==> src/rtl/mem_access_multi.sv <==
// Memory access unit for the multicycle core: one word-aligned bus transaction per request,
// with byte enables, lane-replicated stores, extended loads, legality checks and a bus timeout.
module mem_access_multi #(
    parameter int unsigned TIMEOUT = 255,
    parameter int unsigned CNT_W   = 16
) (
    input  logic        iCLK,
    input  logic        iRST,
    input  logic        iReq,
    input  logic        iWrite,
    input  logic        iIouD,
    input  logic [2:0]  iFunct3,
    input  logic [31:0] iPC,
    input  logic [31:0] iALUAddr,
    input  logic [31:0] iWriteData,
    output logic        oMemReq,
    output logic        oMemWE,
    output logic [31:0] oMemAddr,
    output logic [3:0]  oMemBE,
    output logic [31:0] oMemWData,
    input  logic [31:0] iMemRData,
    input  logic        iMemAck,
    output logic [31:0] oReadData,
    output logic        oDone,
    output logic        oErr,
    output logic [1:0]  oErrCode,
    output logic        oBusy
);

    typedef enum logic [1:0] {
        StIdle,
        StReq,
        StDone
    } state_e;

    localparam logic [1:0] CodeNone     = 2'b00;
    localparam logic [1:0] CodeMisalign = 2'b01;
    localparam logic [1:0] CodeIllegal  = 2'b10;
    localparam logic [1:0] CodeTimeout  = 2'b11;

    localparam logic [CNT_W-1:0] CntLast = CNT_W'(TIMEOUT - 1);

    state_e           state_q, state_d;
    logic [CNT_W-1:0] cnt_q, cnt_d;
    logic             mem_req_q, mem_req_d;
    logic             mem_we_q, mem_we_d;
    logic [31:0]      mem_addr_q, mem_addr_d;
    logic [3:0]       mem_be_q, mem_be_d;
    logic [31:0]      mem_wdata_q, mem_wdata_d;
    logic [31:0]      rdata_q, rdata_d;
    logic             done_q, done_d;
    logic             err_q, err_d;
    logic [1:0]       code_q, code_d;
    logic [1:0]       off_q, off_d;
    logic [2:0]       f3_q, f3_d;
    logic             load_q, load_d;

    // Request decode, valid only while IDLE samples iReq.
    logic [31:0] req_addr;
    logic [2:0]  req_f3;
    logic        req_we;
    logic        req_illegal;
    logic        req_misal;
    logic [3:0]  req_be;
    logic [31:0] req_wdata;

    always_comb begin
        req_addr    = iIouD ? iALUAddr : iPC;
        req_f3      = iIouD ? iFunct3 : 3'b010;
        req_we      = iIouD & iWrite;
        req_illegal = iIouD & ((iFunct3 == 3'b011) || (iFunct3[2:1] == 2'b11) ||
                               (iFunct3[2] & iWrite));
        req_misal   = 1'b0;
        req_be      = 4'b1111;
        req_wdata   = iWriteData;
        unique case (req_f3[1:0])
            2'b00: begin
                req_be    = 4'b0001 << req_addr[1:0];
                req_wdata = {4{iWriteData[7:0]}};
            end
            2'b01: begin
                req_misal = req_addr[0];
                req_be    = 4'b0011 << {req_addr[1], 1'b0};
                req_wdata = {2{iWriteData[15:0]}};
            end
            default: begin
                req_misal = (req_addr[1:0] != 2'b00);
            end
        endcase
    end

    // Load extraction from the lane selected by the latched byte offset.
    logic [31:0] lane;
    logic [31:0] load_ext;

    always_comb begin
        lane = iMemRData >> {off_q, 3'b000};
        unique case (f3_q)
            3'b000:  load_ext = {{24{lane[7]}}, lane[7:0]};
            3'b001:  load_ext = {{16{lane[15]}}, lane[15:0]};
            3'b100:  load_ext = {24'h0, lane[7:0]};
            3'b101:  load_ext = {16'h0, lane[15:0]};
            default: load_ext = iMemRData;
        endcase
    end

    always_comb begin
        state_d     = state_q;
        cnt_d       = cnt_q;
        mem_req_d   = mem_req_q;
        mem_we_d    = mem_we_q;
        mem_addr_d  = mem_addr_q;
        mem_be_d    = mem_be_q;
        mem_wdata_d = mem_wdata_q;
        rdata_d     = rdata_q;
        done_d      = 1'b0;
        err_d       = err_q;
        code_d      = code_q;
        off_d       = off_q;
        f3_d        = f3_q;
        load_d      = load_q;

        unique case (state_q)
            StIdle: begin
                err_d  = 1'b0;
                code_d = CodeNone;
                if (iReq) begin
                    if (req_illegal || req_misal) begin
                        // Illegal funct3 takes priority over misalignment.
                        state_d = StDone;
                        done_d  = 1'b1;
                        err_d   = 1'b1;
                        code_d  = req_illegal ? CodeIllegal : CodeMisalign;
                    end else begin
                        state_d     = StReq;
                        mem_req_d   = 1'b1;
                        mem_we_d    = req_we;
                        mem_addr_d  = {req_addr[31:2], 2'b00};
                        mem_be_d    = req_be;
                        mem_wdata_d = req_wdata;
                        off_d       = req_addr[1:0];
                        f3_d        = req_f3;
                        load_d      = ~req_we;
                    end
                end
            end
            StReq: begin
                if (iMemAck) begin
                    state_d   = StDone;
                    done_d    = 1'b1;
                    mem_req_d = 1'b0;
                    mem_we_d  = 1'b0;
                    if (load_q) begin
                        rdata_d = load_ext;
                    end
                end else if (cnt_q == CntLast) begin
                    state_d   = StDone;
                    done_d    = 1'b1;
                    err_d     = 1'b1;
                    code_d    = CodeTimeout;
                    mem_req_d = 1'b0;
                    mem_we_d  = 1'b0;
                end else begin
                    cnt_d = cnt_q + CNT_W'(1);
                end
            end
            StDone: begin
                state_d = StIdle;
                cnt_d   = '0;
                err_d   = 1'b0;
                code_d  = CodeNone;
            end
            default: begin
                state_d = StIdle;
            end
        endcase
    end

    always_ff @(posedge iCLK) begin
        if (!iRST) begin
            state_q     <= StIdle;
            cnt_q       <= '0;
            mem_req_q   <= 1'b0;
            mem_we_q    <= 1'b0;
            mem_addr_q  <= '0;
            mem_be_q    <= '0;
            mem_wdata_q <= '0;
            rdata_q     <= '0;
            done_q      <= 1'b0;
            err_q       <= 1'b0;
            code_q      <= CodeNone;
            off_q       <= '0;
            f3_q        <= '0;
            load_q      <= 1'b0;
        end else begin
            state_q     <= state_d;
            cnt_q       <= cnt_d;
            mem_req_q   <= mem_req_d;
            mem_we_q    <= mem_we_d;
            mem_addr_q  <= mem_addr_d;
            mem_be_q    <= mem_be_d;
            mem_wdata_q <= mem_wdata_d;
            rdata_q     <= rdata_d;
            done_q      <= done_d;
            err_q       <= err_d;
            code_q      <= code_d;
            off_q       <= off_d;
            f3_q        <= f3_d;
            load_q      <= load_d;
        end
    end

    assign oMemReq   = mem_req_q;
    assign oMemWE    = mem_we_q;
    assign oMemAddr  = mem_addr_q;
    assign oMemBE    = mem_be_q;
    assign oMemWData = mem_wdata_q;
    assign oReadData = rdata_q;
    assign oDone     = done_q;
    assign oErr      = err_q;
    assign oErrCode  = code_q;
    assign oBusy     = (state_q != StIdle);

endmodule

==> config.mk <==
export PLATFORM = sky130hd
export DESIGN_NAME = mem_access_multi
export DESIGN_NICKNAME = d
export VERILOG_FILES = /design/src/rtl/mem_access_multi.sv
export SDC_FILE = /design/constraint.sdc
export NUM_CORES = 1
export LEC_CHECK = 0
export ABC_AREA = 1
export ABC_CLOCK_PERIOD_IN_PS = 3700
export CAP_MARGIN = 20
export CELL_PAD_IN_SITES_DETAIL_PLACEMENT = 1
export CELL_PAD_IN_SITES_GLOBAL_PLACEMENT = 1
export CORE_AREA = 3 3 144 146
export CTS_CLUSTER_SIZE = 12
export DETAILED_ROUTE_END_ITERATION = 10
export DIE_AREA = 0 0 147 149
export PLACE_DENSITY = 0.94
export SYNTH_ARGS = -nofsm -noshare
export SYNTH_HDL_FRONTEND = slang
export SYNTH_SLANG_ARGS = --single-unit
==> constraint.sdc <==
create_clock -name iCLK -period 3.7 [get_ports iCLK]
set_input_delay 0.555 -clock iCLK [delete_from_list [all_inputs] [get_ports iCLK]]
set_output_delay 0.555 -clock iCLK [all_outputs]
set_load 0.02 [all_outputs]
==> results.sh <==
export IMPL_antenna_found_initial=3
export IMPL_clock_path_buffers=2
export IMPL_peakVddDrop_mv=0.387
export IMPL_cts_resized=0
export IMPL_core_rowCount=51
export IMPL_fmax_mhz=325
export IMPL_path_max_fanout=45
export IMPL_synthMuxAreaShare=0
export IMPL_crit_family="buffers and inverters"
export IMPL_start_util=0.318
export IMPL_cts_htree_levels=4
export IMPL_ys_flop_type="dfxtp_1"
export IMPL_arrival_ns=3.43
export IMPL_p_per_area_nw_per_um2=439
export IMPL_synth_xor_area_share=0.00564
export IMPL_io_buffers=241
export IMPL_required_ns=4.05
export IMPL_cp_depth=11
export IMPL_synthTopCellsByArea="dfxtp_1 41%, nand2_1 14%, o21ai_0 9.9%"
export IMPL_hold_buffers=0
export IMPL_vias_per_cell=5.24
export IMPL_drive_gt1_frac=0.0567
export IMPL_grt_pass1_wl_um=39300
export IMPL_dr_pass1_iters=5
export IMPL_io_pins=244
export IMPL_layout_min_cycle_time_ns=3.08
export IMPL_p_leak_nw=3.71
export IMPL_status="finished clean"
export IMPL_synth_top_family_by_area="compound AO/OA/AOI/OAI gates"
export IMPL_clkLatencyLatePin_ns=0.43
export IMPL_seq_area_frac_synth=0.412
export IMPL_syn_to_final_growth_pct=51.3
export IMPL_fp_coreArea_um2=19500
export IMPL_grt_overflow=0
export IMPL_cts_made_buffers=17
export IMPL_drc=0
export IMPL_synthAdderAreaFrac=0.0101
export IMPL_endpoint="oMemAddr[3]"
export IMPL_r2r_start="state_q[1]"
export IMPL_dpl_cell_area_um2=8760
export IMPL_cts_root_buf="clkbuf_16"
export IMPL_yosys_register_bits=128
export IMPL_synth_top_cell_by_area="dfxtp_1"
export IMPL_startpoint="iIouD"
export IMPL_yosysWarnings=0
export IMPL_synth_top_area_frac=0.412
export IMPL_skew_ns=0.0120
export IMPL_worstRegToRegCells=7
export IMPL_grt_max_degree=107
export IMPL_maxSlewHeadroom=0.346
export IMPL_async_flop_share=0
export IMPL_timing_final_crit_share=0.832
export IMPL_die_x_um=147
export IMPL_synth_most_common_cell="nand2_1"
export IMPL_synth_compound_area_frac=0.248
export IMPL_netlist_area_um2=6220
export IMPL_dp_hpwl_um=18400
export IMPL_syn_inst=889
export IMPL_reg2reg_slack_ns=1.25
export IMPL_wl_per_cell_um=18.5
export IMPL_post_cts_setup_buffers=0
export IMPL_synthSimpleGateAreaFrac=0.235
export IMPL_critPathSlowestCell="clkdlybuf4s50_1"
export IMPL_slowest_delay_ns=0.72
export IMPL_ant_nets=0
export IMPL_maxSlewViolCount=0
export IMPL_drt_iter0_drc=423
export IMPL_finalHoldViolCount=0
export IMPL_path_cells="clkdlybuf4s50_1 > inv_2 > nor2_1 > buf_4 > o21ai_0 > nand2_2 > nand2_4 > nor2_8 > buf_4 > o21ai_0 > a31oi_1"
export IMPL_nets=1240
export IMPL_final_cell_area_um2=9400
export IMPL_syn_avg_cell_area_um2=6.99
export IMPL_rsz0062_at_grt="no"
export IMPL_startpoint_type="input pin"
export IMPL_utilization=0.482
export IMPL_gp_congestion=0.875
export IMPL_cp_num_buf_inv=4
export IMPL_cts_sinks=128
export IMPL_yosys_top_cells_count="237 x nand2_1, 128 x dfxtp_1, 123 x o21ai_0"
export IMPL_worst_setup_path_type="input pin to register"
export IMPL_grt_use_total=0.225
export IMPL_synth_edff_count=0
export IMPL_clkTransAtPathRegs_ns=0.06
export IMPL_finalSetupViolCount=0
export IMPL_max_slew_worst_pin_slew_ns=0.981
export IMPL_die_h_um=149
export IMPL_grt_pass1_vias=7373
export IMPL_worstSetupEndpointType="register"
export IMPL_maxCapViolations=0
export IMPL_die_area_um2=21900
export IMPL_timing_rr_end="oReadData[14]"
export IMPL_finalSetupTns_ns=0
export IMPL_vias=7226
export IMPL_p_total_mw=4.13
export IMPL_hold_class="register to register"
export IMPL_synthDistinctLibCells=36
export IMPL_drt_total_wl_um=25500
export IMPL_tritoncts="yes"
export IMPL_whs_ns=0.479
-- metal layers --
| metal | GRT usage | vias to the layer above | part of all wire |
|---|---|---|---|
| met2 | 0.386 | 268 | 0.49 |
| met1 | 0.263 | 3463 | 0.41 |
| met4 | 0.113 | 0 | 0.042 |
| li1 | - | 3433 | - |
| met3 | 0.0535 | 62 | 0.059 |
| met5 | 0 | - | 0 |
-- per-stage QoR --
step                      setup WS (ns)  std cells
after floorplan                    2.03        890
after global placement            0.399       1344
after detailed placement          0.206       1344
after CTS                         0.645       1376
after global routing              0.389       1379
final                             0.623       1380
-- where the power goes --
group,switching (mW),internal (mW)
Sequential,0.0545,1.45
Clock,0.681,1.13
Combinational,0.455,0.352
-- worst reg2reg max path: cells and delay by family, from the launching register on --
kind                       cells  cell delay, ns
and+or+nand+nor                2            0.87
buffers and inverters          2            0.47
adders and majority gates      1            0.36
DFF                            1            0.33
AOI/OAI and AO/OA              2            0.33
-- registers in the layout, indices dropped and copies added, names as in the netlist --
signal / flops
cnt_q: 16
state_q: 2
oMemAddr: 30
off_q: 2
f3_q: 3
oErrCode: 2
oMemBE: 4
oMemWE: 1
load_q: 1
oErr: 1
oMemReq: 1
oMemWData: 32
oReadData: 32
oDone: 1
-- logic make-up after synthesis --
kind of cell | Yosys count
compound gates | 276
fa+ha+maj | 5
xor+xnor | 4
buf+inv | 129
other cells | 1
flops | 128
simple gates | 346
-- area by class of cell --
cell class                 count  area, µm²
fill                        2456      10100
multi-input combinational    633       3110
sequential                   128       2560
timing repair buffer         252       2500
clock buffer                  17        425
tap                          265        332
inverter                      66        248
clock inverter                15        210
antenna                        4       10.0
-- worst min-delay path by stage --
stage,startpoint,endpoint,slack [ns],cells past startpoint
finish,cnt_q[2],cnt_q[2],0.48,2
detailed placement,oMemBE[3],oMemBE[3],0.47,2
floorplan,cnt_q[2],cnt_q[2],0.45,2
global route,cnt_q[2],cnt_q[2],0.51,2
CTS,oMemBE[3],oMemBE[3],0.48,2
global placement,oMemBE[3],oMemBE[3],0.46,2
-- cells in the final DEF, fill, tap and decap left out, types with 6 or more instances in the layout --
master	synthesis	final
nand4_1	11	11
clkdlybuf4s50_1	0	240
o221ai_1	17	17
a31oi_1	58	58
dfxtp_1	128	128
a21oi_1	70	70
nor2_1	42	41
clkbuf_16	0	17
inv_1	60	60
nor3_1	9	9
nand3_1	28	28
nand2_1	237	237
o211ai_1	6	6
buf_4	4	10
o21ai_0	123	123
Note: power is estimated with default switching activity, not from simulation.
